File: src/rtl/sd_pkg.sv
// sd_pkg: shared sigma-delta scaling so the modulator bench and decimator agree.
package sd_pkg;
    localparam int LOG2R_DEF = 4;
    function automatic int outw_f(input int log2r);
        return 2 * log2r + 1;
    endfunction
endpackage

File: src/rtl/sinc_comb_stage.sv
// sinc_comb_stage: one CIC comb, q = d - d delayed by one strobe.
module sinc_comb_stage #(
    parameter int W = 9
) (
    input  logic         clk,
    input  logic         reset,
    input  logic         en,
    input  logic [W-1:0] d,
    output logic [W-1:0] q
);
    logic [W-1:0] c_d;
    assign q = d - c_d;
    always_ff @(posedge clk or posedge reset)
        if (reset) c_d <= '0;
        else if (en) c_d <= d;
endmodule

File: src/rtl/sd_sinc2_decimator.sv
// sd_sinc2_decimator: sinc2 CIC decimator turning a 1-bit stream into a ones-density estimate.
module sd_sinc2_decimator
    import sd_pkg::*;
#(
    parameter  int LOG2R = LOG2R_DEF,
    localparam int OUTW  = outw_f(LOG2R)
) (
    input  logic            clk,
    input  logic            reset,
    input  logic            bs_in,
    input  logic            bs_en,
    output logic [OUTW-1:0] data_out,
    output logic            data_valid,
    output logic            settled
);
    logic [OUTW-1:0] i1, i2, i1n, i2n, c1, c2;
    logic [LOG2R-1:0] cnt;
    logic stb, first_done;
    assign i1n = i1 + OUTW'(bs_in);
    assign i2n = i2 + i1n;
    assign stb = bs_en && (cnt == '1);
    always_ff @(posedge clk or posedge reset)
        if (reset) begin
            i1 <= '0;
            i2 <= '0;
            cnt <= '0;
        end else if (bs_en) begin
            i1 <= i1n;
            i2 <= i2n;
            cnt <= cnt + 1'b1;
        end
    sinc_comb_stage #(.W(OUTW)) u_comb2 (.clk(clk), .reset(reset), .en(stb), .d(i2n), .q(c1));
    sinc_comb_stage #(.W(OUTW)) u_comb1 (.clk(clk), .reset(reset), .en(stb), .d(c1), .q(c2));
    // the first output after reset carries the integrator start-up transient
    always_ff @(posedge clk or posedge reset)
        if (reset) begin
            data_out <= '0;
            data_valid <= 1'b0;
            settled <= 1'b0;
            first_done <= 1'b0;
        end else begin
            data_valid <= stb;
            if (stb) begin
                data_out <= c2;
                first_done <= 1'b1;
                settled <= settled | first_done;
            end
        end
endmodule

File: config.mk
export PLATFORM = sky130hd
export DESIGN_NAME = sd_sinc2_decimator
export DESIGN_NICKNAME = d
export VERILOG_FILES = /design/src/rtl/sd_pkg.sv /design/src/rtl/sinc_comb_stage.sv /design/src/rtl/sd_sinc2_decimator.sv
export SDC_FILE = /design/constraint.sdc
export NUM_CORES = 1
export LEC_CHECK = 0
export CAP_MARGIN = 25
export CORE_MARGIN = 2
export CORE_UTILIZATION = 57
export CTS_CLUSTER_SIZE = 10
export DETAILED_ROUTE_END_ITERATION = 6
export GPL_ROUTABILITY_DRIVEN = 0
export PLACE_DENSITY = 0.79
export SLEW_MARGIN = 40
export SYNTH_ARGS = -nofsm -noshare
export SYNTH_HDL_FRONTEND = slang
export SYNTH_HIERARCHICAL = 1
export SYNTH_SLANG_ARGS = --single-unit
File: constraint.sdc
create_clock -name clk -period 4.6 [get_ports clk]
set_input_delay 1.38 -clock clk [delete_from_list [all_inputs] [get_ports clk]]
set_output_delay 1.38 -clock clk [all_outputs]
set_load 0.02 [all_outputs]
# --- Yosys cells after proc, flatten, opt, wreduce, memory -nomap -nowiden ---
# Cells that the tools add are included.
classes:
  bitwise: 1
  add_sub_neg: 5
  n_eq_ne: 1
  n_reduce_logical: 1
op_table:
  columns: ["op", "n"]
  rows:
  - ["$sub A9 B9 Y9", 2]
  - ["$add A9 B1 Y9", 1]
  - ["$add A9 B9 Y9", 1]
  - ["$add A4 B1 Y4 const B", 1]
  - ["$eq A4 B4 Y1 const B", 1]
  - ["$logic_and A1 B1 Y1", 1]
  - ["$or A1 B1 Y1", 1]
totals:
  word_cells: 17
  output_inout_bits: 11
  inputBits: 4
  ff_bits: 52

# --- Longest topological paths before layout ---
logic_depth:
  ltp_word: 4
  depth_mapped: 21
  mapped_depth_nobuf: 21

# --- By module ---
# Netlist, hierarchy kept.
modules_own_cells:
  columns: ["mod", "area_per_inst_um2", "seq_area_each_um2", "cells_per_inst", "instances"]
  rows:
  - ["sd_sinc2_decimator", 1815.5, 850.8, 171, 1]
  - ["sinc_comb_stage", 714.4, 225.2, 86, 2]

# --- Worst setup path before layout ---
# No wires, ideal clock.
synth_timing:
  path_kind: "input to register"
  start: "in bs_in"
  end: "reg data_out[7]"
  setup_ns: 0.120
  path_buffers: 0
  t_arrival_ns: 4.867
  required_ns: 4.480
  slack_ns: -0.387
  cell_stages: 18
  path_cell_list: "ha_1 ha_1 ha_1 a21o_1 a21oi_1 o21ai_1 xor2_1 ha_1 inv_2 or4_1 nand3_1 ha_1 a21oi_1 nand2_1 a221oi_1 nand3_1 nand2_1 nand2_1"
synth_between:
  elab_chain_cells: 4
synth_lines:
  columns: ["element", "line", "rtl"]
  rows:
  - ["start: declaration", "sd_sinc2_decimator.sv:10", "input logic bs_in,"]
  - ["$add A9 B1 Y9", "sd_sinc2_decimator.sv:19", "assign i1n = i1 + OUTW'(bs_in);"]
  - ["via i1n[1]", "sd_sinc2_decimator.sv:16", "logic [OUTW-1:0] i1, i2, i1n, i2n, c1, c2;"]
  - ["$add A9 B9 Y9", "sd_sinc2_decimator.sv:20", "assign i2n = i2 + i1n;"]
  - ["via i2n[5]", "sd_sinc2_decimator.sv:16", null]
  - ["$sub A9 B9 Y9", "sinc_comb_stage.sv:12", "assign q = d - c_d;"]
  - ["via c1[5]", "sd_sinc2_decimator.sv:16", null]
  - ["$sub A9 B9 Y9", "sinc_comb_stage.sv:12", null]
  - ["via c2[7]", "sd_sinc2_decimator.sv:16", null]
  - ["end signal: assignment", "sd_sinc2_decimator.sv:37", "data_out <= '0;"]
  - ["end signal: assignment", "sd_sinc2_decimator.sv:44", "data_out <= c2;"]
  - ["end: declaration", "sd_sinc2_decimator.sv:12", "output logic [OUTW-1:0] data_out,"]
# The timed path passes the listed nets, and every way through them passes these cells.
# A chain may end at the register's enable or synchronous reset.

# --- Worst setup path in the final report ---
layout_timing:
  start: "in bs_in"
  end: "reg data_out[8]"
# Same word-level chain as after synthesis.

==> metrics <==
crit end category=flop; Total Routing Usage GR=23.8%; TritonCTS clock tree=yes; Worst slew margin=52.6%; Mapped Cells=343; Warnings, synthesis=6; Routed WL per cell=15.5 um; reg2reg setup slack=0.69 ns; grt ovf=0; DRC=0; I/O pin cnt=15; critical path startpoint category=input port; initial core utilization=58.9%; CTS root buf=clkbuf_8; total CTS buffers=5; Longest Clk Path Bufs=2; die area=6310 um2; # diodes=0; status=finished with violations; family with the most delay on the worst path=adder cells; violated checks=setup timing; asr flop ratio synth=100%; final cycle utilization of the critical path=100%; Initial DRT Pass Iterations=4; slowest stage delay, CP=0.36 ns; WS Path Type=input port to flop; syn_nets=378; Min Hold Slack=0.472 ns; H-Tree Depth=2; cell breakdown of the critical path=buf_6 -> ha_4 -> and3_4 -> and3_4 -> xor2_1 -> ha_1 -> nand2_1 -> o21a_1 -> o31ai_2 -> xor2_1 -> ha_4 -> nor2b_4 -> buf_4 -> nand4_1 -> nand3_2 -> ha_4 -> a21oi_2 -> o21a_1 -> o31ai_4 -> xnor2_1 -> nand2_1 -> nand2_1; nets=451; Vias/cell=5.48; P&R area growth vs syn=33.8%; first-pass GRT wire length=11800 um; Hold Path Class=flop to flop; HPWL after detailed placement=4900 um; Main synth FF type=dfrtp_1; Max-cap violations=0; largest net degree at the start of global routing=35; clock-pin slew on the worst setup and hold paths=0.11 ns; Final WS setup=-0.0209 ns; arrival time at the worst endpoint=4.89 ns; initial drt markers=190; die height=79.4 um; Tightest Pin Transition=0.711 ns; Synth Cell Area=3240 um2; clk sink count=52; RSZ-0062 raised after global routing=true; Synth cell types=41; CP Buf/Inv Count=2; Setup-failing EPs final=1; largest cells by area after synthesis=dfrtp_1 40%, ha_1 11%, nand2_1 6.6%; register area share after synthesis=40.1%; CP max stage cell=ha_1; Yosys top cell by area=dfrtp_1; #FFs+latches synth=52; hold buffers post-CTS=0; worst skew pair latency=0.32 ns; most frequent cells in the layout=62 x buf_4, 53 x nand2_1, 52 x dfrtp_1; fin crit period=4.62 ns; most common cell after layout, fill and taps aside=buf_4; I/O Buffers=14; layout cells sized above 1=33.1%; endpoints failing hold=0; initial antenna violation count=0; post-route ant nets=0; Max Freq=216 MHz; top-area cell type share of the netlist area=40.1%; syn_area_per_cell=9.46 um2; Routed WL=7570 um; core area=5510 um2; critical path required time=4.87 ns; Final Skew=0.0134 ns; Worst Path Max Fanout=6; Die X=79.4 um; num rows=27; max-slew violation count=0; EDFF count, synth=0; vias=2678; vias in the first global route=2710
sequential cells by signal, summed over array words and instances (netlist names):
register     flops
cnt              4
data_out         9
data_valid       1
first_done       1
i1               9
i2               9
settled          1
u_comb1/c_d      9
u_comb2/c_d      9
synthesized netlist by cell type (2+ instances only):
library cell and number:
inv_2 2, a21o_1 4, a211oi_1 2, nor2_1 13, o31ai_1 3, nor2b_1 4, xnor2_1 22, a21oi_1 12
o21a_1 4, xor2_1 12, buf_4 2, clkbuf_1 7, dfrtp_1 52, a221oi_1 2, a311o_1 2, fa_1 3
nor3_1 3, o21ai_0 18, nand2_1 57, mux2_2 14, o211ai_1 2, nand4_1 8, ha_1 28, a31o_2 2
nand2b_1 10, a21oi_2 2, inv_1 31, nand3_1 7, or4_1 2, o2bb2ai_1 2
cell type report:
cell class	count	area (um2)
Timing Repair Buffer	77	618
Multi-Input combinational cell	247	2090
Clock inverter	3	46.3
Clock buffer	5	68.8
Fill cell	326	1160
Sequential cell	52	1300
Tap cell	72	90.1
Inverter	33	124
what timing repair did:
| action | in CTS | in global routing |
|---|---|---|
| setup endpoints to repair | 7 | 5 |
| pin swaps | 18 | 29 |
| buffers inserted | 9 | 7 |
| resized for setup | 13 | 27 |
stage by stage:
step	util [%]	area, um2	setup TNS [ns]	instances	setup slack (ns)
4_1_cts	74.9	4130	0	482	0.0196
3_3_place_gp	70.8	3900	-3.52	465	-0.718
6_report	78.8	4340	-0.0209	489	-0.0209
2_1_floorplan	-	3390	-0.191	343	-0.118
3_5_place_dp	70.8	3900	-4.27	465	-0.831
5_1_grt	78.8	4340	-0.442	489	-0.210
routing by layer:
layer  wire length [um]  global-route usage, %  vias up
met5                  0                      0        -
met2               3950                   41.4       53
li1                   -                      -     1293
met4                166                   8.62        0
met3                203                   3.51       14
met1               3250                   30.0     1318
final timing paths:
check	startpoint	to	cells past startpoint
hold / removal	settled	settled	1
min in group asynchronous	reset	u_comb1/c_d[7]	2
max in group asynchronous	reset	i1[5]	3
setup / recovery	bs_in	data_out[8]	22
setup reg to reg	i1[0]	data_out[8]	21
hold reg to reg	settled	settled	1
worst reg2reg max path, stage by stage, from the launching register on:
cell and delay (ns):
dfrtp_1 0.42, ha_4 0.18, and3_4 0.18, and3_4 0.18, xor2_1 0.14, ha_1 0.36
nand2_1 0.11, o21a_1 0.19, o31ai_2 0.07, xor2_1 0.30, ha_4 0.28, nor2b_4 0.12
buf_4 0.11, nand4_1 0.12, nand3_2 0.13, ha_4 0.23, a21oi_2 0.14, o21a_1 0.18
o31ai_4 0.08, xnor2_1 0.18, nand2_1 0.08, nand2_1 0.07
cell families (layout without fill, tap and decap cells):
logic type	after synthesis	count (layout)	share of synthesized area (%)
muxes	15	15	5.17
adders and majority gates	31	31	12.6
DFF	52	52	40.1
xor gates and xnor gates	34	34	9.18
and+or+nand+nor	109	109	15.6
buffers and inverters	44	118	5.86
AOI/OAI and AO/OA	58	58	11.4
Power is left out: the tool's default activity adds up to more than one toggle a clock period on the data nets, which glitch-free logic cannot reach.
